[config.mk]
export PLATFORM = sky130hd
export DESIGN_NAME = load_store_flat
export DESIGN_NICKNAME = d
export VERILOG_FILES = /design/src/rtl/cpu_pkg.sv /design/src/rtl/load_store_if.sv /design/src/rtl/ls_load_format.sv /design/src/rtl/load_store.sv /design/src/flat_wrapper.sv
export SDC_FILE = /design/constraint.sdc
export NUM_CORES = 1
export LEC_CHECK = 0
export ABC_AREA = 1
export CAP_MARGIN = 40
export CORE_MARGIN = 4
export CORE_UTILIZATION = 25
export DETAILED_ROUTE_END_ITERATION = 8
export MAX_ROUTING_LAYER = met4
export PLACE_DENSITY = 0.63
export RECOVER_POWER = 100
export SLEW_MARGIN = 20
export SYNTH_ARGS = -nofsm -noshare
export SYNTH_HDL_FRONTEND = slang
export SYNTH_HIERARCHICAL = 1
export SYNTH_SLANG_ARGS = --single-unit
[constraint.sdc]
create_clock -name clk -period 5.8 [get_ports clk]
set_input_delay 1.45 -clock clk [delete_from_list [all_inputs] [get_ports clk]]
set_output_delay 1.45 -clock clk [all_outputs]
set_load 0.01 [all_outputs]
[src/rtl/cpu_pkg.sv]
// -----------------------------------------------------------------------------
// cpu_pkg
// Shared constants and helpers for the multi-cycle MIPS CPU datapath.
//   - CPU phase encoding (S_FETCH/S_EXEC/S_MEM/S_WB), driven by the controller.
//   - Avalon byte-lane enable constants.
//   - op_e: one-hot opcode flags collapsed to a single memory operation, with
//     a fixed priority so illegal multi-flag inputs stay deterministic.
// -----------------------------------------------------------------------------
package cpu_pkg;

  localparam logic [1:0] S_FETCH = 2'b00;
  localparam logic [1:0] S_EXEC  = 2'b01;
  localparam logic [1:0] S_MEM   = 2'b10;
  localparam logic [1:0] S_WB    = 2'b11;

  localparam logic [3:0] BE_NONE  = 4'b0000;
  localparam logic [3:0] BE_ALL   = 4'b1111;
  localparam logic [3:0] BE_BYTE0 = 4'b0001;
  localparam logic [3:0] BE_HALF0 = 4'b0011;

  typedef enum logic [3:0] {
    OP_NONE, OP_LW, OP_LH, OP_LHU, OP_LB, OP_LBU, OP_LWL, OP_LWR,
    OP_LUI, OP_SW, OP_SH, OP_SB
  } op_e;

  // Priority order lw > lh > lhu > lb > lbu > lwl > lwr > lui > sw > sh > sb.
  function automatic op_e decode_op(
    input logic lw, input logic lh, input logic lhu, input logic lb,
    input logic lbu, input logic lwl, input logic lwr, input logic lui,
    input logic sw, input logic sh, input logic sb
  );
    if (lw)       return OP_LW;
    else if (lh)  return OP_LH;
    else if (lhu) return OP_LHU;
    else if (lb)  return OP_LB;
    else if (lbu) return OP_LBU;
    else if (lwl) return OP_LWL;
    else if (lwr) return OP_LWR;
    else if (lui) return OP_LUI;
    else if (sw)  return OP_SW;
    else if (sh)  return OP_SH;
    else if (sb)  return OP_SB;
    else          return OP_NONE;
  endfunction

  function automatic logic is_load_op(input op_e op);
    return op inside {OP_LW, OP_LH, OP_LHU, OP_LB, OP_LBU, OP_LWL, OP_LWR};
  endfunction

  function automatic logic is_store_op(input op_e op);
    return op inside {OP_SW, OP_SH, OP_SB};
  endfunction

endpackage

[src/rtl/load_store_if.sv]
// -----------------------------------------------------------------------------
// load_store_if
// Avalon-MM data/instruction bus, 32-bit data, 32-bit byte address.
//   mem_address     word-aligned byte address
//   mem_readdata    read data returned by memory
//   mem_writedata   write data
//   mem_byteenable  active lanes, little-endian (lane k = bits 8k+7:8k)
//   mem_readenable  read request
//   mem_writeenable write request
//   waitrequest     memory stall; requester holds everything while high
// Modports: master (CPU side), slave (memory side).
// -----------------------------------------------------------------------------
interface load_store_if;
  logic [31:0] mem_address;
  logic [31:0] mem_readdata;
  logic [31:0] mem_writedata;
  logic [3:0]  mem_byteenable;
  logic        mem_readenable;
  logic        mem_writeenable;
  logic        waitrequest;

  modport master (
    output mem_address, mem_writedata, mem_byteenable,
           mem_readenable, mem_writeenable,
    input  mem_readdata, waitrequest
  );

  modport slave (
    input  mem_address, mem_writedata, mem_byteenable,
           mem_readenable, mem_writeenable,
    output mem_readdata, waitrequest
  );
endinterface

[src/rtl/ls_load_format.sv]
// -----------------------------------------------------------------------------
// ls_load_format
// Combinational write-back formatter for loads and lui.
//   word_i  latched load word          op_i    decoded memory operation
//   lane_i  ea[1:0] (byte lane k)      imm_i   immediate (for lui)
//   data_o  register write data        be_o    register byte lanes to write
// lwl/lwr produce the shifted word plus the lane mask that the register file
// uses to merge with the existing rt value.
// -----------------------------------------------------------------------------
module ls_load_format
  import cpu_pkg::*;
(
  input  logic [31:0] word_i,
  input  op_e         op_i,
  input  logic [1:0]  lane_i,
  input  logic [15:0] imm_i,
  output logic [31:0] data_o,
  output logic [3:0]  be_o
);

  logic [7:0]  byte_sel;
  logic [15:0] half_sel;

  always_comb begin
    // NOTE: every output gets a default before the case so no path leaves a
    // variable unassigned, which would otherwise infer a latch.
    data_o   = 32'h0;
    be_o     = BE_NONE;
    byte_sel = word_i[{lane_i, 3'b000} +: 8];
    half_sel = lane_i[1] ? word_i[31:16] : word_i[15:0];
    case (op_i)
      OP_LW:  begin data_o = word_i;                         be_o = BE_ALL; end
      OP_LH:  begin data_o = {{16{half_sel[15]}}, half_sel}; be_o = BE_ALL; end
      OP_LHU: begin data_o = {16'h0, half_sel};              be_o = BE_ALL; end
      OP_LB:  begin data_o = {{24{byte_sel[7]}}, byte_sel};  be_o = BE_ALL; end
      OP_LBU: begin data_o = {24'h0, byte_sel};              be_o = BE_ALL; end
      // ~lane_i equals 3-k for a 2-bit lane index.
      OP_LWL: begin data_o = word_i << {~lane_i, 3'b000};    be_o = BE_ALL << ~lane_i; end
      OP_LWR: begin data_o = word_i >> {lane_i, 3'b000};     be_o = BE_ALL >> lane_i; end
      OP_LUI: begin data_o = {imm_i, 16'h0000};              be_o = BE_ALL; end
      default: ;
    endcase
  end

endmodule

[src/rtl/load_store.sv]
// -----------------------------------------------------------------------------
// load_store
// Load/store and instruction-fetch memory unit of the multi-cycle MIPS CPU.
// Drives the Avalon bus according to the CPU phase `state`, latches fetched
// instructions and load data, and formats load results for write-back.
//
// Ports:
//   clk, reset          clock (rising edge), asynchronous active-high reset
//   state               CPU phase: 00 FETCH, 01 EXEC, 10 MEM, 11 WB
//   lb..sb              decoded opcode flags (at most one high)
//   offset, rs_data     immediate and base; ea = rs_data + sext(offset)
//   rt_data, rt         store data / lwl-lwr merge base, destination index
//   reg_*               register file write port
//   instruction_out     latched fetched instruction
//   PC_in               fetch address
//   addr_error          misaligned access in MEM (only with LS_ALIGN_CHECK_EN)
//   bus                 Avalon master (load_store_if.master)
//
// Build option: define LS_ALIGN_CHECK_EN to flag and suppress misaligned
// lh/lhu/sh/lw/sw accesses; otherwise low address bits are ignored.
// -----------------------------------------------------------------------------
module load_store
  import cpu_pkg::*;
(
  input  logic              clk,
  input  logic              reset,
  input  logic [1:0]        state,
  input  logic              lb,
  input  logic              lbu,
  input  logic              lh,
  input  logic              lhu,
  input  logic              lui,
  input  logic              lw,
  input  logic              lwl,
  input  logic              lwr,
  input  logic              sb,
  input  logic              sh,
  input  logic              sw,
  input  logic [15:0]       offset,
  input  logic [31:0]       rs_data,
  input  logic [31:0]       rt_data,
  input  logic [4:0]        rt,
  output logic [3:0]        reg_byteenable,
  output logic              reg_writeenable,
  output logic [31:0]       reg_writedata,
  output logic [31:0]       instruction_out,
  input  logic [31:0]       PC_in,
`ifdef LS_ALIGN_CHECK_EN
  output logic              addr_error,
`endif
  load_store_if.master      bus
);

  op_e         op;
  logic [31:0] ea;
  logic        ld_op;
  logic        st_op;
  logic        addr_err_c;   // misaligned access in MEM (0 without the check)
  logic        wb_block;     // suppress write-back after a flagged access

  logic [31:0] instr_q, instr_d;
  logic [31:0] load_q, load_d;

  logic [31:0] fmt_data;
  logic [3:0]  fmt_be;

  assign op    = decode_op(lw, lh, lhu, lb, lbu, lwl, lwr, lui, sw, sh, sb);
  assign ea    = rs_data + {{16{offset[15]}}, offset};
  assign ld_op = is_load_op(op);
  assign st_op = is_store_op(op);

`ifdef LS_ALIGN_CHECK_EN
  logic err_q, err_d;

  always_comb begin
    addr_err_c = 1'b0;
    if (state == S_MEM) begin
      if (op inside {OP_LH, OP_LHU, OP_SH}) addr_err_c = ea[0];
      if (op inside {OP_LW, OP_SW})         addr_err_c = (ea[1:0] != 2'b00);
    end
  end

  // Sticky across MEM -> WB; any other phase clears it.
  always_comb begin
    case (state)
      S_MEM:   err_d = err_q | addr_err_c;
      S_WB:    err_d = err_q;
      default: err_d = 1'b0;
    endcase
  end

  always_ff @(posedge clk or posedge reset) begin
    if (reset) err_q <= 1'b0;
    else       err_q <= err_d;
  end

  assign addr_error = addr_err_c;
  assign wb_block   = err_q;
`else
  assign addr_err_c = 1'b0;
  assign wb_block   = 1'b0;
`endif

  // Bus drive. Outputs are pure functions of the held inputs, so they stay
  // stable for as long as the controller holds `state` under waitrequest.
  always_comb begin
    bus.mem_address     = {ea[31:2], 2'b00};
    bus.mem_writedata   = 32'h0;
    bus.mem_byteenable  = BE_NONE;
    bus.mem_readenable  = 1'b0;
    bus.mem_writeenable = 1'b0;
    case (state)
      S_FETCH: begin
        bus.mem_address    = PC_in;
        bus.mem_readenable = 1'b1;
        bus.mem_byteenable = BE_ALL;
      end
      S_MEM: begin
        if (ld_op) begin
          bus.mem_readenable = ~addr_err_c;
          bus.mem_byteenable = BE_ALL;
        end else if (st_op) begin
          bus.mem_writeenable = ~addr_err_c;
          case (op)
            OP_SB: begin
              bus.mem_byteenable = BE_BYTE0 << ea[1:0];
              bus.mem_writedata  = {4{rt_data[7:0]}};
            end
            OP_SH: begin
              bus.mem_byteenable = BE_HALF0 << {ea[1], 1'b0};
              bus.mem_writedata  = {2{rt_data[15:0]}};
            end
            default: begin
              bus.mem_byteenable = BE_ALL;
              bus.mem_writedata  = rt_data;
            end
          endcase
        end
      end
      default: ;
    endcase
    // Reset gates the strobes combinationally so they drop without a clock.
    if (reset) begin
      bus.mem_readenable  = 1'b0;
      bus.mem_writeenable = 1'b0;
      bus.mem_byteenable  = BE_NONE;
    end
  end

  always_comb begin
    instr_d = instr_q;
    load_d  = load_q;
    if (!bus.waitrequest) begin
      if (state == S_FETCH)                         instr_d = bus.mem_readdata;
      if (state == S_MEM && ld_op && !addr_err_c)   load_d  = bus.mem_readdata;
    end
  end

  always_ff @(posedge clk or posedge reset) begin
    // NOTE: state registers use non-blocking assignments so every flop
    // samples the pre-edge value regardless of statement order.
    if (reset) begin
      instr_q <= 32'h0;
      load_q  <= 32'h0;
    end else begin
      instr_q <= instr_d;
      load_q  <= load_d;
    end
  end

  ls_load_format u_fmt (
    .word_i (load_q),
    .op_i   (op),
    .lane_i (ea[1:0]),
    .imm_i  (offset),
    .data_o (fmt_data),
    .be_o   (fmt_be)
  );

  assign instruction_out = instr_q;
  assign reg_writedata   = fmt_data;
  assign reg_byteenable  = (state == S_WB && !reset) ? fmt_be : BE_NONE;
  assign reg_writeenable = (state == S_WB) && !reset && !wb_block &&
                           (ld_op || op == OP_LUI) && (rt != 5'd0);

endmodule

[src/flat_wrapper.sv]
// flat-port wrapper written by rule: the top's interface ports become plain ports
module load_store_flat import cpu_pkg::*;
  (clk, reset, state, lb, lbu, lh, lhu, lui, lw, lwl, lwr, sb, sh, sw, offset, rs_data, rt_data, rt, reg_byteenable, reg_writeenable, reg_writedata, instruction_out, PC_in, bus_mem_address, bus_mem_writedata, bus_mem_byteenable, bus_mem_readenable, bus_mem_writeenable, bus_mem_readdata, bus_waitrequest);
  load_store_if bus_i ();
  input  logic clk;
  input  logic reset;
  input  logic [1:0] state;
  input  logic lb;
  input  logic lbu;
  input  logic lh;
  input  logic lhu;
  input  logic lui;
  input  logic lw;
  input  logic lwl;
  input  logic lwr;
  input  logic sb;
  input  logic sh;
  input  logic sw;
  input  logic [15:0] offset;
  input  logic [31:0] rs_data;
  input  logic [31:0] rt_data;
  input  logic [4:0] rt;
  output logic [3:0] reg_byteenable;
  output logic reg_writeenable;
  output logic [31:0] reg_writedata;
  output logic [31:0] instruction_out;
  input  logic [31:0] PC_in;
  output wire logic [$bits(bus_i.mem_address)-1:0] bus_mem_address;
  output wire logic [$bits(bus_i.mem_writedata)-1:0] bus_mem_writedata;
  output wire logic [$bits(bus_i.mem_byteenable)-1:0] bus_mem_byteenable;
  output wire logic [$bits(bus_i.mem_readenable)-1:0] bus_mem_readenable;
  output wire logic [$bits(bus_i.mem_writeenable)-1:0] bus_mem_writeenable;
  input wire logic [$bits(bus_i.mem_readdata)-1:0] bus_mem_readdata;
  input wire logic [$bits(bus_i.waitrequest)-1:0] bus_waitrequest;
  assign bus_mem_address = bus_i.mem_address;
  assign bus_mem_writedata = bus_i.mem_writedata;
  assign bus_mem_byteenable = bus_i.mem_byteenable;
  assign bus_mem_readenable = bus_i.mem_readenable;
  assign bus_mem_writeenable = bus_i.mem_writeenable;
  assign bus_i.mem_readdata = bus_mem_readdata;
  assign bus_i.waitrequest = bus_waitrequest;
  load_store u_core (.clk(clk), .reset(reset), .state(state), .lb(lb), .lbu(lbu), .lh(lh), .lhu(lhu), .lui(lui), .lw(lw), .lwl(lwl), .lwr(lwr), .sb(sb), .sh(sh), .sw(sw), .offset(offset), .rs_data(rs_data), .rt_data(rt_data), .rt(rt), .reg_byteenable(reg_byteenable), .reg_writeenable(reg_writeenable), .reg_writedata(reg_writedata), .instruction_out(instruction_out), .PC_in(PC_in), .bus(bus_i));
endmodule
==> results.toml <==
[outcome]
status = "finished with violations"
failed_checks = "max-capacitance violations, max-slew violations"

[timing]
maxSlewHeadroom_pct = -103
setup_tns_ns = 0
fmax_mhz = 175
worst_slew_pin_slew_ns = 3.04
period_minus_slack_ns = 5.71
slew_viol_final = 107
timing.hold.ws_ns = 0.476
rsz0062_at_grt = "true"
period_share_pct = 98.4
hold_viol = 0
skew_ns = 0
setup_violations = 0

[floorplan]
boundaryPins = 304
dieArea_um2 = 34500
core.rowCount = 64
start_util_pct = 25.6
core_um2 = 30900
fp.dieH_um = 186
die_w_um = 186

[detailed_routing]
vias_per_cell = 4.86
drt-initial-drc-count = 711
drt-total-wl_um = 36400
drc = 0
wire_per_inst_um = 17.5
drtAntennaViolNets = 0
vias = 10100
first_pass_iters = 6

[yosys]
ys_seq_area_share_pct = 20.3
synthCells = 1379
synth_warnings = 6
ys_types = 44
ys_ff_latch = 64
synth_nets = 1576
synth_ff_type = "dfrtp_1"
syn_area_um2 = 7900
async_flop_share_pct = 100
postSynthAreaPerCell_um2 = 5.73
synth-edff-count = 0

[global_routing]
grt.overflow.total = 0
grt_pass1_wl_um = 54100
grt_pass1_vias = 9622
antenna_found_initial = 3
grt_util_all_layers_pct = 20.5
grt_max_degree = 65

[clock_network]
ctsHoldBuffers = 0
cts_tree = "built"
cts_max_path_buffers = 2
cts.sinks = 64
cts_buffers = 9
clkTransAtPathRegs_ns = 0.05
clockRootBuffer = "clkbuf_16"
clock_latency_ns = 0.33
h-tree-depth = 3

[layout]
area_growth_pct = 50.7
seqCellArea_um2 = 1600
multi_input_area_um2 = 5440
final_nets = 1873
utilization_pct = 38.5
design_area_um2 = 11900
nFillCells = 3325
layout-drive-gt1-share_pct = 7.32

[worst_setup_path]
critPathKind = "input pin to output port"
rrSetupSlack_ns = 4.87
crit_fanout = 18
endpoint_kind = "output port"
worstRegToRegCells = 2
start_kind = "input pin"
critPathMostFrequentCell = "nand2_1"
crit_path_max_incr_delay_ns = 0.58
critPathRequiredTime_ns = 4.35
critical_path.top_delay_family = "buffers and inverters"
path_cells = "clkdlybuf4s50_1 -> ha_2 -> fa_1 -> inv_2 -> buf_12 -> nand2_1 -> nand2_1 -> nand2_4 -> nand2_1 -> nor2_1 -> nand2_1 -> clkdlybuf4s50_1"
r2r-start = "u_core/load_q[16]"
r2r_end = "u_core/load_q[16]"
path_buf_inv = 4
critPathSlowestCell = "fa_1"
arrival_ns = 4.26

[hold_path]
min_from = "u_core/instruction_out[4]"
min_to = "u_core/instruction_out[4]"
hold_path.class = "flip-flop to flip-flop"
hold_depth = 2

[placed_design]
post_dp_cell_area_um2 = 11500
numPortBuffers = 303
gp_congestion = 0.981
hpwlAfterDp_um = 29700

[flow_run]
drv_cap = 2

[power]
vdd_drop_max_mv = 0.168
total_power_mw = 2.38
leakage_nw = 5.81
power-per-cell-area_nw_per_um2 = 200
==> cells in the final DEF (no fill, tap or decap), types with 6 or more instances in the layout <==
master / Yosys / final
a21oi_1: 41 / 39
a21oi_2: 8 / 10
a31oi_1: 7 / 7
buf_12: 0 / 9
buf_4: 8 / 27
clkbuf_16: 0 / 9
clkdlybuf4s50_1: 0 / 267
dfrtp_1: 64 / 64
dlygate4sd3_1: 0 / 34
ha_1: 31 / 30
inv_1: 134 / 133
inv_2: 8 / 8
nand2_1: 471 / 469
nand3_1: 163 / 163
nor2_1: 173 / 167
nor2_2: 6 / 12
nor2_4: 6 / 6
nor3_1: 7 / 7
o211ai_1: 10 / 10
o21ai_0: 99 / 99
o21ai_1: 7 / 7
o21ai_2: 8 / 8
o21bai_1: 11 / 11
o22ai_1: 6 / 6
or2_1: 8 / 7
or2_2: 5 / 6
xnor2_1: 7 / 7
==> synthesized netlist by cell type (10+ instances only) <==
master | number | area share, %
nand2_1 | 471 | 22
nor2_1 | 173 | 8.2
nand3_1 | 163 | 10
inv_1 | 134 | 6.4
o21ai_0 | 99 | 6.3
dfrtp_1 | 64 | 20
a21oi_1 | 41 | 2.6
ha_1 | 31 | 4.9
clkbuf_1 | 19 | 0.90
buf_2 | 16 | 1.0
buf_6 | 11 | 1.6
o21bai_1 | 11 | 1.0
o211ai_1 | 10 | 0.95
==> metrics by stage <==
step | setup WS, ns | cells
6_report | 0.0906 | 2081
5_1_grt | -0.0386 | 2080
4_1_cts | 0.00862 | 2070
3_5_place_dp | 0.0243 | 2054
3_3_place_gp | 0.0445 | 2052
2_1_floorplan | 0.751 | 1379
==> cell type report <==
cell class,instances,share of cell area [%]
clock inverter,6,0.977
timing repair buffer,343,29.1
inverter,144,4.58
tap,396,4.16
multi-input combinational,1114,45.7
antenna,4,0.0841
sequential,64,13.5
clock buffer,10,2.01
==> where the power goes <==
part / internal [mW] / leakage [nW] / switching [mW]
Clock: 0.433 / 0.173 / 0.205
Sequential: 0.518 / 0.799 / 0.0892
Combinational: 0.517 / 4.83 / 0.617
==> routing by layer <==
| metal | vias to the layer above | share of wire [%] | GRT usage, % | routed length (um) |
|---|---|---|---|---|
| li1 | 5033 | - | - | - |
| met1 | 4641 | 42 | 25.7 | 15500 |
| met2 | 384 | 48 | 34.3 | 17500 |
| met3 | 49 | 6.9 | 3.50 | 2520 |
| met4 | 0 | 2.6 | 5.54 | 937 |
| met5 | - | 0 | - | 0 |
==> cells by family after synthesis <==
group | synth area share, %
adders and majority gates | 5.16
AOI/OAI and AO/OA | 15.0
buffers and inverters | 11.3
and+or+nand+nor | 47.3
DFF | 20.3
xor gates and xnor gates | 0.998
==> repair_timing <==
item | CTS | global route
setup buffers | 0 | 6
endpoints found under the setup margin | 0 | 48
gates resized for setup | 0 | 12
==> worst reg2reg max path, cell delays in order (launching register included) <==
cell and delay, ns:
dfrtp_1 0.52, nand2_1 0.12, o21ai_0 0.11
==> sequential cells by signal (all words and copies together), names as in the netlist <==
register / flops
u_core/load_q: 32
u_core/instruction_out: 32
==> worst max path at each step <==
stage | start | to | slack (ns) | cells past startpoint
global placement | offset[0] | bus_mem_address[22] | 0.04 | 13
CTS | offset[0] | bus_mem_address[22] | 0.009 | 13
global route | offset[15] | bus_mem_address[31] | -0.04 | 15
detailed placement | offset[0] | bus_mem_address[22] | 0.02 | 13
finish | offset[0] | reg_writedata[19] | 0.09 | 12
floorplan | reset | reg_writeenable | 0.75 | 4
No activity file was read; power rests on OpenSTA's default activity.
